===== config.mk =====
export PLATFORM = sky130hd
export DESIGN_NAME = pci_arbiter
export DESIGN_NICKNAME = d
export VERILOG_FILES = /design/src/rtl/pci_pkg.sv /design/src/rtl/pci_rr_pick.sv /design/src/rtl/pci_arbiter.sv
export SDC_FILE = /design/constraint.sdc
export NUM_CORES = 1
export LEC_CHECK = 0
export CORE_UTILIZATION = 35
export CTS_CLUSTER_SIZE = 10
export DETAILED_ROUTE_END_ITERATION = 6
export GPL_TIMING_DRIVEN = 1
export PLACE_DENSITY = 0.62
export SLEW_MARGIN = 30
export SYNTH_ARGS = -nofsm -noshare
export SYNTH_HDL_FRONTEND = slang
export SYNTH_SLANG_ARGS = --single-unit

===== constraint.sdc =====
create_clock -name clk -period 4.64 [get_ports clk]
set_clock_uncertainty 0.05 [all_clocks]
set_input_delay 1.392 -clock clk [delete_from_list [all_inputs] [get_ports clk]]
set_output_delay 1.392 -clock clk [all_outputs]
set_load 0.05 [all_outputs]

===== src/rtl/pci_pkg.sv =====
// Shared definitions for the PCI arbiter: state codes, master count,
// grant timeout and the active-low one-hot helper.
package pci_pkg;

    localparam int unsigned N_MASTERS       = 8;
    localparam int unsigned PCI_GNT_TIMEOUT = 16;

    localparam logic [2:0] ST_IDLE  = 3'd0;
    localparam logic [2:0] ST_PARK  = 3'd1;
    localparam logic [2:0] ST_GRANT = 3'd2;
    localparam logic [2:0] ST_BUSY  = 3'd3;
    localparam logic [2:0] ST_YIELD = 3'd4;

    function automatic logic [N_MASTERS-1:0] onehot_n(input logic [2:0] idx);
        logic [N_MASTERS-1:0] v;
        v      = '1;
        v[idx] = 1'b0;
        return v;
    endfunction

endpackage


===== src/rtl/pci_rr_pick.sv =====
// Combinational round-robin picker: first active-low request found scanning
// upward from last+1 with wrap; last itself is considered last.
module pci_rr_pick
    import pci_pkg::*;
(
    input  logic [N_MASTERS-1:0] req_n,
    input  logic [2:0]           last,
    output logic [2:0]           winner,
    output logic                 any_req
);

    always_comb begin
        logic [2:0] idx;
        winner  = '0;
        any_req = 1'b0;
        idx     = '0;
        for (int unsigned k = 1; k <= N_MASTERS; k++) begin
            idx = last + k[2:0];
            if (!any_req && !req_n[idx]) begin
                winner  = idx;
                any_req = 1'b1;
            end
        end
    end

endmodule


===== src/rtl/pci_arbiter.sv =====
// Central PCI bus arbiter: round-robin grants with parking, unused-grant
// timeout and hidden arbitration; registered active-low one-hot grant.
module pci_arbiter
    import pci_pkg::*;
#(
    parameter int unsigned N_MASTERS   = 8,
    parameter bit          PARK_EN     = 1'b1,
    parameter int unsigned PARK_ID     = 0,
    parameter int unsigned GNT_TIMEOUT = PCI_GNT_TIMEOUT
) (
    input  logic                 clk,
    input  logic                 rst_n,
    input  logic [N_MASTERS-1:0] req_n,
    input  logic                 frame_n,
    input  logic                 irdy_n,
    output logic [N_MASTERS-1:0] gnt_n,
    output logic                 gnt_vld
);

    localparam int unsigned TW = $clog2(GNT_TIMEOUT);
    localparam logic [2:0]    PARK_IDX = 3'(PARK_ID);
    localparam logic [TW-1:0] TMO_LAST = TW'(GNT_TIMEOUT - 1);

    logic [2:0]           state_q, state_d;
    logic [2:0]           cur_q, cur_d;
    logic [2:0]           last_q, last_d;
    logic [TW-1:0]        timer_q, timer_d;
    logic [N_MASTERS-1:0] gnt_n_q, gnt_n_d;
    logic                 gnt_vld_q, gnt_vld_d;

    logic [2:0] winner;
    logic       any_req;
    logic       bus_idle;
    logic       others_req;

    pci_rr_pick u_pick (
        .req_n   (req_n),
        .last    (last_q),
        .winner  (winner),
        .any_req (any_req)
    );

    assign bus_idle   = frame_n & irdy_n;
    assign others_req = |(~req_n & onehot_n(cur_q));

    always_comb begin
        state_d = state_q;
        cur_d   = cur_q;
        last_d  = last_q;
        timer_d = timer_q;
        case (state_q)
            ST_IDLE: begin
                if (any_req) begin
                    state_d = ST_GRANT;
                    cur_d   = winner;
                    timer_d = '0;
                end else if (PARK_EN) begin
                    state_d = ST_PARK;
                    cur_d   = PARK_IDX;
                end
            end
            ST_PARK: begin
                if (!frame_n) begin
                    state_d = ST_BUSY;
                    cur_d   = PARK_IDX;
                    last_d  = PARK_IDX;
                end else if (any_req && winner == PARK_IDX) begin
                    state_d = ST_GRANT;
                    cur_d   = PARK_IDX;
                    timer_d = '0;
                end else if (any_req) begin
                    state_d = ST_IDLE;
                end
            end
            ST_GRANT: begin
                // FRAME# wins over withdrawal and timeout in the same cycle
                if (!frame_n) begin
                    state_d = ST_BUSY;
                    last_d  = cur_q;
                end else if (req_n[cur_q]) begin
                    state_d = ST_IDLE;
                end else if (timer_q == TMO_LAST) begin
                    state_d = ST_IDLE;
                    last_d  = cur_q;
                end else if (bus_idle) begin
                    timer_d = timer_q + TW'(1);
                end
            end
            ST_BUSY: begin
                if (others_req) begin
                    state_d = ST_YIELD;
                end else if (bus_idle && !req_n[cur_q]) begin
                    state_d = ST_GRANT;
                    timer_d = '0;
                end else if (bus_idle) begin
                    state_d = ST_IDLE;
                end
            end
            ST_YIELD: begin
                if (bus_idle) begin
                    if (any_req) begin
                        state_d = ST_GRANT;
                        cur_d   = winner;
                        timer_d = '0;
                    end else begin
                        state_d = ST_IDLE;
                    end
                end
            end
            default: state_d = ST_IDLE;
        endcase

        gnt_n_d   = '1;
        gnt_vld_d = 1'b0;
        if (state_d == ST_PARK || state_d == ST_GRANT || state_d == ST_BUSY) begin
            gnt_n_d   = onehot_n(cur_d);
            gnt_vld_d = 1'b1;
        end
    end

    always_ff @(posedge clk) begin
        if (!rst_n) begin
            state_q   <= ST_IDLE;
            cur_q     <= '0;
            last_q    <= 3'd7;
            timer_q   <= '0;
            gnt_n_q   <= '1;
            gnt_vld_q <= 1'b0;
        end else begin
            state_q   <= state_d;
            cur_q     <= cur_d;
            last_q    <= last_d;
            timer_q   <= timer_d;
            gnt_n_q   <= gnt_n_d;
            gnt_vld_q <= gnt_vld_d;
        end
    end

    assign gnt_n   = gnt_n_q;
    assign gnt_vld = gnt_vld_q;

endmodule


After elaboration in Yosys (flattened, before gate mapping) --
Cells that the tools add are included.
Storage, ports and cells: flip-flop bits (word level) 22, logic and storage cells 160
Operators by class: $add $sub $neg 8, order comparisons 12, equal/unequal tests 20, mux-type cells 74, bitwise operators 5, reductions and logical operators 35
Operators by type and width (count):
- 3-bit two-way mux | 27
- 3-bit by 4-bit < comparator with 1-bit output (second input constant) | 10
- 4-bit two-way mux | 10
- 1-bit binary-select mux with 3-bit select | 9
- 8-bit inverter | 3
- 1-bit two-way mux | 20
- 2-bit inequality test (second input constant) | 10
- 4-bit case mux with 5 select lines | 1
- 3-bit case mux with 5 select lines | 1
- 1-bit logical NOT | 14
- 3-bit adder (second input constant) | 4
- 3-bit by 2-bit equality test with 1-bit output (second input constant) | 4
- 1-bit logical AND | 11
- 10-bit AND reduction | 1
- 3-bit case mux with 3 select lines | 1
- 8-bit bitwise AND | 1
- 8-bit OR reduction | 1
- 3-bit by 2-bit adder with 3-bit output (second input constant) | 2
- 1-bit demux with 3-bit select | 2
- 3-bit by 1-bit equality test with 1-bit output (second input constant) | 2
- 3-bit by 1-bit >= comparator with 1-bit output (second input constant) | 2
- 3-bit logical NOT | 2
- 3-bit inequality test (second input constant) | 2
- 3-bit case mux with 2 select lines | 1
- 11 further kinds | 13

Depth between registers and ports, before layout --
Gate-level depths: netlist of run 1.
word-level depth 34, mapped depth 16, depth with buffers taken out 11

Hierarchy --
A second synthesis of run 1 with hierarchy kept.
Second synthesis, totals: cell total of the unflattened synthesis 270, area total of the unflattened synthesis 2268.4 um^2
Modules (own cells, without submodules):
- pci_arbiter | times used 1, cells each 155, area an instance 1302.5 um^2, sequential area each 440.4 um^2
- pci_rr_pick | times used 1, cells each 115, area an instance 965.9 um^2, sequential area each 0.0 um^2

Worst setup path before layout of run 1 --
OpenSTA, ideal clock, no wires.
path type input -> register, start point input req_n[1], end point register gnt_n_q[0] (netlist: gnt_n[0]), setup time 0.127 ns, arrival 3.827 ns, required time 4.463 ns, setup slack 0.635 ns, cell stages on the path 10, buffers on the path 1, cell sequence clkbuf_1 > mux4_2 > mux2i_4 > mux2i_1 > o41ai_1 > o221a_2 > o41ai_1 > o211ai_1 > nor2b_2 > or3b_1
Between the ends: cells in the longest elaborated chain, start to end 33, elaborated cells on any way between the ends 90
Ends and longest elaborated chain:
- start, declared | line pci_arbiter.sv:13 | input logic [N_MASTERS-1:0] req_n,
- 1-bit binary-select mux with 3-bit select | line pci_rr_pick.sv:19 | if (!any_req && !req_n[idx]) begin
- 1-bit two-way mux (implied by the code) | line pci_rr_pick.sv:19
- 1-bit logical NOT | line pci_rr_pick.sv:19
- 1-bit logical AND | line pci_rr_pick.sv:19
- 1-bit two-way mux | line pci_rr_pick.sv:19
- 1-bit logical NOT | line pci_rr_pick.sv:19
- 1-bit logical AND | line pci_rr_pick.sv:19
- 1-bit two-way mux | line pci_rr_pick.sv:19
- [17 not listed]
- 3-bit two-way mux | line pci_arbiter.sv:67 | end else if (any_req && winner == PARK_IDX) begin
- 3-bit two-way mux | line pci_arbiter.sv:63 | if (!frame_n) begin
- 3-bit case mux with 3 select lines | line pci_arbiter.sv:51 | case (state_q)
- 3-bit by 4-bit < comparator with 1-bit output (implied by the code) / 3-bit by 1-bit >= comparator with 1-bit output (equally long branches) | line pci_pkg.sv:17 | v[idx] = 1'b0;
- 1-bit logical AND (implied by the code) | line pci_pkg.sv:17
- 1-bit two-way mux (implied by the code) | line pci_pkg.sv:17
- 1-bit demux with 3-bit select | line pci_pkg.sv:17
- 8-bit inverter (no source line)
- end signal, assigned | line pci_arbiter.sv:134 | gnt_n_q <= gnt_n_d;
- end, declared | line pci_arbiter.sv:28 | logic [N_MASTERS-1:0] gnt_n_q, gnt_n_d;
Several ways; a longest one is shown, not always the timed one. The select of a mux whose other input is x is not followed. A chain may end at the register's enable or synchronous reset.

Worst setup path in the final report of run 1 --
start point input req_n[3], end point register gnt_n_q[0] (netlist: gnt_n[0])
The elaborated chain is that of the path after synthesis.

==> results of run 1 <==
## synth_stat cells, types with 2 or more instances
library cell	instances
dfxtp_1	22
nand2_1	22
nor2_1	19
mux4_2	18
nand3_1	18
mux2i_1	17
a21oi_1	11
o21ai_0	11
buf_2	9
clkbuf_1	9
inv_1	8
nor2b_1	8
nor3_1	8
and2_1	7
o2bb2ai_1	7
a31oi_1	5
and3_1	5
nand2b_1	5
o211ai_1	5
buf_6	4
mux2_2	4
mux2_4	4
nand3b_1	4
ha_1	3
a21boi_0	2
a21o_1	2
a32oi_1	2
and3b_1	2
buf_4	2
nor3_2	2
nor3b_1	2
o21bai_1	2
o32ai_1	2
o41ai_1	2
or3b_1	2
## area by class of cell
| cell class | instances | area share |
|---|---|---|
| clock buffer | 3 | 0.0143 |
| timing repair buffer | 41 | 0.124 |
| multi-input combinational | 228 | 0.645 |
| inverter | 9 | 0.0117 |
| sequential | 22 | 0.153 |
| clock inverter | 1 | 0.0104 |
| tap | 96 | 0.0416 |
## per-stage QoR
| stage | instances | worst slack, ps |
|---|---|---|
| finish | 400 | 296 |
| global route | 400 | 114 |
| CTS | 400 | 321 |
| detailed placement | 396 | 23.0 |
| global placement | 396 | 70.0 |
| floorplan | 284 | 635 |
## flip-flops by register name, indices dropped and copies added, names as in the netlist
signal	flops
gnt_vld	1
gnt_n	8
state_q	3
last_q	3
cur_q	3
timer_q	4
## tightest hold or removal path: stages (launching register included)
cell and delay (ps):
dfxtp_1 330, nand2_1 60, mux2i_1 50
## cells by family (layout without fill, tap and decap cells)
| kind of cell | after synthesis | in the layout | share of synthesized area |
|---|---|---|---|
| compound gates | 63 | 63 | 0.183 |
| xor+xnor | 3 | 3 | 0.0135 |
| fa+ha+maj | 3 | 3 | 0.0150 |
| buf+inv | 34 | 54 | 0.0772 |
| flops | 22 | 22 | 0.176 |
| mux | 44 | 44 | 0.282 |
| simple gates | 115 | 115 | 0.253 |
## path summary, 6_finish.rpt
kind	endpoint	slack, ps	cells after the start
setup / recovery	gnt_n[0]$_SDFF_PN1_	300	10
hold / removal	timer_q[1]$_SDFFE_PN0P_	430	2
setup reg to reg	gnt_n[0]$_SDFF_PN1_	790	11
hold reg to reg	timer_q[1]$_SDFFE_PN0P_	430	2
## layout by cell type (no fill, tap or decap), types with 4 or more instances in the layout
master / count
o21ai_0: 11
o211ai_1: 5
a31oi_1: 5
inv_1: 8
and3_1: 5
mux4_2: 18
nor2b_1: 8
nand2_1: 22
nor3_1: 8
dfxtp_1: 22
and2_1: 7
clkdlybuf4s50_1: 20
nand2b_1: 5
mux2_4: 4
o2bb2ai_1: 7
mux2i_1: 17
a21oi_1: 11
nand3_1: 18
mux2_2: 4
buf_4: 21
nor2_1: 19
nand3b_1: 4
## metal layers
layer / vias up / global-route usage / part of all wire
li1: 1114 / - / -
met3: 6 / 0.0248 / 0.039
met5: - / 0 / 0
met1: 1104 / 0.251 / 0.49
met4: 0 / 0.0288 / 0.0076
met2: 48 / 0.255 / 0.46
## power by group through the flow
stage                     Combinational, uW  Sequential (uW)  Clock [uW]
after detailed placement                714              268           0
after CTS                               717              264         181
final                                   721              264         176
after global placement                  709              267           0
after floorplan                         520              283           0
after global routing                    783              270         191
==> insert_results.sql, run 1 <==
INSERT INTO impl_metrics (metric_group, metric, value, unit) VALUES
('die', 'initial_core_utilization', '0.365', ''),
('power', 'vdd_drop_max', '0.139', 'mV'),
('worst_hold_path', 'hold_path.class', 'reg -> reg', ''),
('routing', 'antenna_violating_nets_post_route', '0', ''),
('routing', 'detailedRoute.firstIterationViolations', '127', ''),
('placed_design', 'gpl.final_weighted_congestion', '0.855', ''),
('sta', 'hold_violations', '0', ''),
('yosys', 'postSynthRegisterBits', '22', ''),
('power', 'post-layout-total-power', '1160', 'uW'),
('die', 'design.core.area', '6830', 'sq um'),
('cts', 'cts_repair_resize_count', '0', ''),
('global_route', 'vias_in_the_first_global_route', '2025', ''),
('power', 'sw_frac_of_total', '0.421', ''),
('die', 'design.die.area', '7470', 'sq um'),
('routing', 'wirelength', '6060', 'um'),
('placed_design', 'detailed_place.area', '2820', 'sq um'),
('run', 'maxCapViolCount', '0', ''),
('power', 'power_per_cell_area', '402', 'nW/um^2'),
('global_route', 'grt_usage', '0.167', ''),
('cts', 'tritoncts', 'built', ''),
('yosys', 'synth_area_per_cell', '8.79', 'sq um'),
('sta', 'rsz_0062_raised_after_global_routing', 'false', ''),
('sta', 'post-route-period-util', '0.936', ''),
('sta', 'tns', '0', 'ps'),
('setup_path', 'crit_family', 'multiplexers', ''),
('setup_path', 'worst_path_largest_cell_delay', '600', 'ps'),
('layout', 'post-route-util', '0.423', ''),
('global_route', 'first_pass_grt_wire_length', '10000', 'um'),
('routing', 'drc', '0', ''),
('layout', 'final.fill_count', '693', ''),
('outcome', 'status', 'complete, no violations', ''),
('layout', 'layout-area-overhead-vs-synth', '15.6', '%'),
('yosys', 'syn_area', '2500', 'sq um'),
('worst_hold_path', 'worst_hold_startpoint', 'timer_q[1]$_SDFFE_PN0P_', ''),
('power', 'seq_power_share', '0.227', ''),
('global_route', 'grt_antenna_before_repair', '0', ''),
('cts', 'cts_setup_buffers', '0', ''),
('power', 'switchingPower', '489', 'uW'),
('layout', 'multi_input_comb_area', '1860', 'sq um'),
('cts', 'cts-root-buf', 'clkbuf_8', ''),
('layout', 'layout.nets', '320', ''),
('global_route', 'grt_overflow_total', '0', ''),
('routing', 'drt_wl_cell', '15.2', 'um'),
('routing', 'vias_per_cell', '5.68', ''),
('setup_path', 'worstSetupPathType', 'in -> reg', ''),
('die', 'die_y', '86.5', 'um'),
('yosys', 'synth_ff_type', 'dfxtp_1', ''),
('setup_path', 'critical_path.slowest_cell', 'mux4_2', ''),
('setup_path', 'crit_fanout', '10', ''),
('power', 'internal_power', '671', 'uW'),
('layout', 'stdcell_area', '2890', 'sq um'),
('yosys', 'synth-edff-count', '0', ''),
('yosys', 'largest_cells_by_area_after_synthesis', 'dfxtp_1 (18%), mux4_2 (16%), mux2i_1 (6.8%)', ''),
('sta', 'timing.fmax', '0.230', 'GHz'),
('power', 'leakage', '0.00109', 'uW'),
('yosys', 'synth_fp_nets', '299', ''),
('yosys', 'synth.largest_area_cell', 'dfxtp_1', ''),
('setup_path', 'worstPathCellList', 'clkdlybuf4s50_1, mux4_2, mux2i_4, mux2i_1, o41ai_1, o221a_2, o41ai_1, o211ai_1, nor2b_2, or3b_1', ''),
('cts', 'clkSlewWorstSetupHoldPaths', '80', 'ps'),
('layout', 'inserted_diodes', '0', ''),
('power', 'combPwrFrac', '0.621', ''),
('sta', 'whs', '432', 'ps'),
('cts', 'cts_made_buffers', '3', ''),
('cts', 'insertion_delay', '260', 'ps'),
('yosys', 'synth_top_area_share', '0.176', ''),
('setup_path', 'crit_path_arrival_time', '4440', 'ps'),
('sta', 'worst_tran_pin_value', '794', 'ps'),
('die', 'num_rows', '30', ''),
('yosys', 'ys.warnings.count', '0', ''),
('setup_path', 'r2r_start', 'last_q[0]$_SDFFE_PN1P_', ''),
('placed_design', 'place.port_buffers', '20', '');
Note: power is estimated with default switching activity, not from simulation.
==> inputs of run 2 (changes only) <==
--- a/config.mk
+++ b/config.mk
@@ -5,6 +5,7 @@
 export SDC_FILE = /design/constraint.sdc
 export NUM_CORES = 1
 export LEC_CHECK = 0
+export CORE_MARGIN = 1.5
 export CORE_UTILIZATION = 35
 export CTS_CLUSTER_SIZE = 10
 export DETAILED_ROUTE_END_ITERATION = 6
==> insert_results.sql, run 2 (same netlist as run 1, synthesis figures left out) <==
INSERT INTO impl_metrics (metric_group, metric, value, unit) VALUES
('power', 'vdd_drop_max', '0.172', 'mV'),
('setup_path', 'rrSetupSlack', '840', 'ps'),
('layout', 'layout.nets', '321', ''),
('setup_path', 'crit_fanout', '7', ''),
('placed_design', 'hpwlAfterDp', '4680', 'um'),
('routing', 'drt_wl_cell', '15.3', 'um'),
('setup_path', 'timing.rr.end', 'gnt_n[0]$_SDFF_PN1_', ''),
('routing', 'vias_per_cell', '5.74', ''),
('sta', 'worst_tran_pin_value', '775', 'ps'),
('cts', 'cts_made_buffers', '3', ''),
('global_route', 'grt_max_degree', '26', ''),
('setup_path', 'worstSetupStartpoint', 'req_n[3]', ''),
('setup_path', 'crit_cells', '11', ''),
('global_route', 'vias_in_the_first_global_route', '2038', ''),
('sta', 'tns', '0', 'ps'),
('global_route', 'grt_usage', '0.168', ''),
('power', 'combPwrFrac', '0.623', ''),
('power', 'sw_frac_of_total', '0.420', ''),
('sta', 'post-route-period-util', '0.917', ''),
('layout', 'number_of_flip_flops_under_the_largest_register_name', '8', ''),
('setup_path', 'crit_family', 'multiplexers', ''),
('sta', 'finalMaxSlewViolations', '0', ''),
('setup_path', 'cp_buf_inv_count', '2', ''),
('routing', 'via_count', '2302', ''),
('sta', 'slew_headroom', '0.483', ''),
('die', 'initial_core_utilization', '0.365', ''),
('die', 'design.die.area', '7650', 'sq um'),
('die', 'num_rows', '30', ''),
('power', 'seq_power_share', '0.224', ''),
('cts', 'insertion_delay', '270', 'ps'),
('run', 'maxCapViolCount', '0', ''),
('sta', 'rsz_0062_raised_after_global_routing', 'false', ''),
('worst_hold_path', 'hold-path-cell-count', '2', ''),
('die', 'num_io_pins', '21', ''),
('routing', 'first_pass_iters', '5', ''),
('layout', 'inserted_diodes', '0', ''),
('cts', 'cts-root-to-sink-buffers', '2', ''),
('cts', 'clock-sinks', '22', ''),
('layout', 'sequential_cell_area', '440', 'sq um'),
('cts', 'cts_repair_resize_count', '0', ''),
('routing', 'antenna_violating_nets_post_route', '0', ''),
('global_route', 'first_pass_grt_wire_length', '10100', 'um'),
('placed_design', 'place.port_buffers', '20', ''),
('sta', 'setup_viol_count_final', '0', ''),
('setup_path', 'critical_path.slowest_cell', 'clkdlybuf4s50_1', ''),
('setup_path', 'crit_path_arrival_time', '4370', 'ps'),
('power', 'share_clk_of_total_power', '0.153', ''),
('worst_hold_path', 'hold_path.class', 'reg -> reg', ''),
('routing', 'drc', '0', ''),
('outcome', 'status', 'complete, no violations', ''),
('layout', 'post_route_cells_drive_above_1_share', '0.223', ''),
('setup_path', 'setup.worst_path.end', 'gnt_n[0]$_SDFF_PN1_', ''),
('global_route', 'grt_antenna_before_repair', '0', ''),
('die', 'width_of_the_die', '87.5', 'um'),
('layout', 'final.fill_count', '679', ''),
('cts', 'holdBufCountCts', '0', ''),
('power', 'switchingPower', '496', 'uW'),
('setup_path', 'worstSetupPathType', 'in -> reg', ''),
('layout', 'multi_input_comb_area', '1860', 'sq um'),
('sta', 'finalCriticalPeriod', '4250', 'ps'),
('cts', 'cts_setup_buffers', '0', ''),
('cts', 'clkSlewWorstSetupHoldPaths', '80', 'ps'),
('power', 'post-layout-total-power', '1180', 'uW'),
('power', 'internal_power', '684', 'uW'),
('power', 'power_per_cell_area', '408', 'nW/um^2'),
('layout', 'layout-area-overhead-vs-synth', '15.9', '%'),
('routing', 'wirelength', '6150', 'um'),
('sta', 'timing.fmax', '0.235', 'GHz'),
('layout', 'most_frequent_cells_in_the_layout', 'nand2_1 (22), dfxtp_1 (22), buf_4 (22)', ''),
('cts', 'cts-root-buf', 'clkbuf_8', ''),
('routing', 'detailedRoute.firstIterationViolations', '221', ''),
('setup_path', 'end_kind', 'flop', ''),
('setup_path', 'worst-endpoint-required', '4750', 'ps'),
('die', 'design.core.area', '6830', 'sq um'),
('setup_path', 'rr_worst_depth', '11', ''),
('die', 'die_y', '87.5', 'um'),
('setup_path', 'setup.worst_path.start_class', 'primary input', ''),
('setup_path', 'worst_path_largest_cell_delay', '530', 'ps'),
('setup_path', 'worstPathCellList', 'clkdlybuf4s50_1, buf_4, mux4_2, mux2_2, mux2i_1, nand3_1, o221a_2, o41ai_1, o211ai_1, nor2b_2, or3b_1', ''),
('placed_design', 'gpl.final_weighted_congestion', '0.870', ''),
('power', 'leakage', '0.00110', 'uW'),
('sta', 'hold_violations', '0', ''),
('global_route', 'grt_overflow_total', '0', ''),
('cts', 'tritoncts', 'built', ''),
('cts', 'ctsHtreeMaxLevel', '1', ''),
('setup_path', 'r2r_start', 'last_q[0]$_SDFFE_PN1P_', '');
run 2: power by group through the flow:
stage	Combinational, uW	Sequential (uW)	Clock [uW]
2_1_floorplan	520	283	0
3_3_place_gp	725	268	0
3_5_place_dp	728	267	0
4_1_cts	733	263	185
5_1_grt	800	270	190
6_report	735	264	181
run 2: layout make-up:
cell class	instances	area share
well taps	96	0.0415
multi-input cells	228	0.644
clock inverters	1	0.0104
flip-flops and latches	22	0.152
repair buffers	42	0.126
clock buffers	3	0.0143
inverters	9	0.0117
run 2: worst register-to-register path, cell delays in order (launching register included):
cell and delay [ps]:
dfxtp_1 350, inv_2 110, ha_1 820, mux4_2 500
mux2i_4 180, mux2i_1 210, o41ai_1 120, o221a_2 330
o41ai_1 350, o211ai_1 200, nor2b_2 150, or3b_1 340
run 2: metal layers:
metal  vias up  part of all wire  track usage
met5         -                 0            0
met4         0             0.022       0.0606
met3        12             0.050       0.0209
met2        69              0.47        0.255
met1      1102              0.46        0.242
li1       1119                 -            -
run 2: worst min-delay path by stage:
stage | from | to | slack [ps]
floorplan | timer_q[3]$_SDFFE_PN0P_ | timer_q[3]$_SDFFE_PN0P_ | 390
global placement | timer_q[3]$_SDFFE_PN0P_ | timer_q[3]$_SDFFE_PN0P_ | 410
detailed placement | timer_q[3]$_SDFFE_PN0P_ | timer_q[3]$_SDFFE_PN0P_ | 420
CTS | timer_q[3]$_SDFFE_PN0P_ | timer_q[3]$_SDFFE_PN0P_ | 440
global route | timer_q[1]$_SDFFE_PN0P_ | timer_q[1]$_SDFFE_PN0P_ | 460
finish | timer_q[1]$_SDFFE_PN0P_ | timer_q[1]$_SDFFE_PN0P_ | 440
run 2: metrics by stage:
step,hold slack (ps),instances,setup slack (ps),area (sq um),utilization
after floorplan,394,284,635,2500,-
after global placement,414,397,98.8,2820,0.413
after detailed placement,420,397,88.3,2820,0.413
after CTS,440,401,383,2890,0.424
after global routing,460,401,183,2890,0.424
final,438,401,387,2890,0.424
==> inputs of run 3 (changes only) <==
--- a/config.mk
+++ b/config.mk
@@ -5,12 +5,14 @@
 export SDC_FILE = /design/constraint.sdc
 export NUM_CORES = 1
 export LEC_CHECK = 0
+export CELL_PAD_IN_SITES_DETAIL_PLACEMENT = 1
+export CELL_PAD_IN_SITES_GLOBAL_PLACEMENT = 1
 export CORE_MARGIN = 1.5
-export CORE_UTILIZATION = 35
+export CORE_UTILIZATION = 45
 export CTS_CLUSTER_SIZE = 10
 export DETAILED_ROUTE_END_ITERATION = 6
 export GPL_TIMING_DRIVEN = 1
-export PLACE_DENSITY = 0.62
+export PLACE_DENSITY = 0.89
 export SLEW_MARGIN = 30
 export SYNTH_ARGS = -nofsm -noshare
 export SYNTH_HDL_FRONTEND = slang
==> insert_results.sql, run 3 (same netlist as run 1, synthesis figures left out) <==
INSERT INTO impl_metrics (metric_group, metric, value, unit) VALUES
('routing', 'via_count', '2434', ''),
('sta', 'hold_violations', '0', ''),
('setup_path', 'crit_fanout', '12', ''),
('placed_design', 'place.port_buffers', '20', ''),
('setup_path', 'timing.rr.end', 'gnt_n[0]$_SDFF_PN1_', ''),
('die', 'initial_core_utilization', '0.477', ''),
('setup_path', 'rr_worst_depth', '11', ''),
('layout', 'post_route_cells_drive_above_1_share', '0.225', ''),
('setup_path', 'worst-endpoint-required', '4740', 'ps'),
('sta', 'worst_tran_pin_value', '836', 'ps'),
('sta', 'finalMaxSlewViolations', '0', ''),
('sta', 'rsz_0062_raised_after_global_routing', 'false', ''),
('placed_design', 'hpwlAfterDp', '6110', 'um'),
('worst_hold_path', 'hold-path-cell-count', '1', ''),
('worst_hold_path', 'hold_ep', 'timer_q[3]$_SDFFE_PN0P_', ''),
('routing', 'drc', '0', ''),
('setup_path', 'worstSetupPathType', 'in -> reg', ''),
('layout', 'post-route-util', '0.547', ''),
('routing', 'antenna_violating_nets_post_route', '0', ''),
('die', 'num_io_pins', '21', ''),
('global_route', 'grt_max_degree', '26', ''),
('placed_design', 'dp_slack', '-184', 'ps'),
('run', 'maxCapViolCount', '0', ''),
('routing', 'wirelength', '7820', 'um'),
('sta', 'finalCriticalPeriod', '4540', 'ps'),
('die', 'width_of_the_die', '77.5', 'um'),
('setup_path', 'crit_path_arrival_time', '4640', 'ps'),
('cts', 'insertion_delay', '270', 'ps'),
('layout', 'most_frequent_cells_in_the_layout', 'buf_4 (23), nand2_1 (22), dfxtp_1 (22)', ''),
('routing', 'drt_wl_cell', '20.8', 'um'),
('routing', 'first_pass_iters', '4', ''),
('layout', 'number_of_flip_flops_under_the_largest_register_name', '8', ''),
('sta', 'post-route-period-util', '0.979', ''),
('cts', 'tritoncts', 'built', ''),
('die', 'design.die.area', '6000', 'sq um'),
('layout', 'inserted_diodes', '0', ''),
('die', 'num_rows', '26', ''),
('die', 'die_y', '77.5', 'um'),
('cts', 'cts_setup_buffers', '0', ''),
('cts', 'cts-root-to-sink-buffers', '2', ''),
('setup_path', 'r2r_start', 'last_q[0]$_SDFFE_PN1P_', ''),
('global_route', 'grt_overflow_total', '0', ''),
('die', 'design.core.area', '5240', 'sq um'),
('global_route', 'vias_in_the_first_global_route', '2557', ''),
('sta', 'final_critical_path_setup_slack', '97.0', 'ps'),
('power', 'leakage', '0.00114', 'uW'),
('setup_path', 'rrSetupSlack', '560', 'ps'),
('global_route', 'grt_usage', '0.280', ''),
('global_route', 'grt_antenna_before_repair', '0', ''),
('sta', 'setup_viol_count_final', '0', ''),
('cts', 'clock-sinks', '22', ''),
('layout', 'layout.nets', '322', ''),
('power', 'vdd_drop_max', '0.292', 'mV'),
('layout', 'layout.cells.most_common', 'buf_4', ''),
('sta', 'slew_headroom', '0.443', ''),
('cts', 'clkSlewWorstSetupHoldPaths', '80', 'ps'),
('sta', 'timing.fmax', '0.220', 'GHz'),
('layout', 'final.fill_count', '625', ''),
('setup_path', 'setup.worst_path.start_class', 'primary input', ''),
('cts', 'ctsHtreeMaxLevel', '1', ''),
('routing', 'detailedRoute.firstIterationViolations', '197', ''),
('worst_hold_path', 'worst_hold_startpoint', 'timer_q[3]$_SDFFE_PN0P_', ''),
('worst_hold_path', 'hold_path.class', 'reg -> reg', ''),
('cts', 'cts-root-buf', 'clkbuf_8', ''),
('layout', 'layout-area-overhead-vs-synth', '14.8', '%'),
('outcome', 'status', 'complete, no violations', ''),
('setup_path', 'end_kind', 'flop', ''),
('power', 'power_per_cell_area', '411', 'nW/um^2'),
('routing', 'vias_per_cell', '6.47', ''),
('placed_design', 'gpl.final_weighted_congestion', '0.903', ''),
('global_route', 'first_pass_grt_wire_length', '13400', 'um'),
('cts', 'cts_made_buffers', '3', '');
## run 3: cell count changes in the layout (fill, tap and decap cells not counted)
cell,previous run,this run
clkdlybuf4s50_1,20,15
bufinv_16,1,0
clkbuf_8,3,4
dlymetal6s2s_1,0,5
buf_4,22,23
## run 3: worst max-delay path by stage
stage / start / to / slack [ps] / depth (start not counted)
final: req_n[4] / gnt_n[0]$_SDFF_PN1_ / 100 / 10
after global routing: req_n[4] / gnt_n[0]$_SDFF_PN1_ / 0.7 / 10
after CTS: req_n[2] / gnt_n[0]$_SDFF_PN1_ / 90 / 10
after detailed placement: req_n[2] / gnt_n[0]$_SDFF_PN1_ / -180 / 10
after global placement: req_n[2] / gnt_n[0]$_SDFF_PN1_ / 30 / 10
after floorplan: req_n[1] / gnt_n[0]$_SDFF_PN1_ / 640 / 10
## run 3: cell type report
cell class | instances | area, sq um | area share
clock buffer | 4 | 55.1 | 0.0192
inverter | 9 | 33.8 | 0.0118
multi-input combinational | 228 | 1860 | 0.650
timing repair buffer | 43 | 385 | 0.134
tap | 70 | 87.6 | 0.0306
sequential | 22 | 440 | 0.154
## run 3: what timing repair did
action                                 4_1_cts  5_1_grt
setup endpoints to repair                    0        4
endpoints found under the hold margin        0        0
hold buffers                                 0        0
gates resized for setup                      0        5
## run 3: routing by layer
metal / track usage / share of wire
met5: 0 / 0
met4: 0.0836 / 0.021
met3: 0.0306 / 0.046
met2: 0.491 / 0.50
met1: 0.360 / 0.43
## run 3: through the flow
step | setup TNS, ps | std cells | total power, uW | area, sq um | hold slack, ps
after floorplan | 0 | 284 | 803 | 2500 | 394
after global placement | 0 | 372 | 990 | 2800 | 406
after detailed placement | -399 | 372 | 1030 | 2800 | 422
after CTS | 0 | 376 | 1170 | 2850 | 443
after global routing | 0 | 376 | 1250 | 2870 | 463
final | 0 | 376 | 1180 | 2870 | 446
## run 3: worst max-delay path: stages
cell and delay [ps]:
clkdlybuf4s50_1 610, mux4_2 640, mux2i_4 200, mux2i_1 210
o41ai_1 100, o221a_2 320, o41ai_1 390, o211ai_1 250
nor2b_2 170, or3b_1 340
## run 3: where the power goes
part           total (uW)  switching [uW]  internal [uW]
clock network         138            62.1           75.7
registers             266            48.5            218
logic                 773             425            348
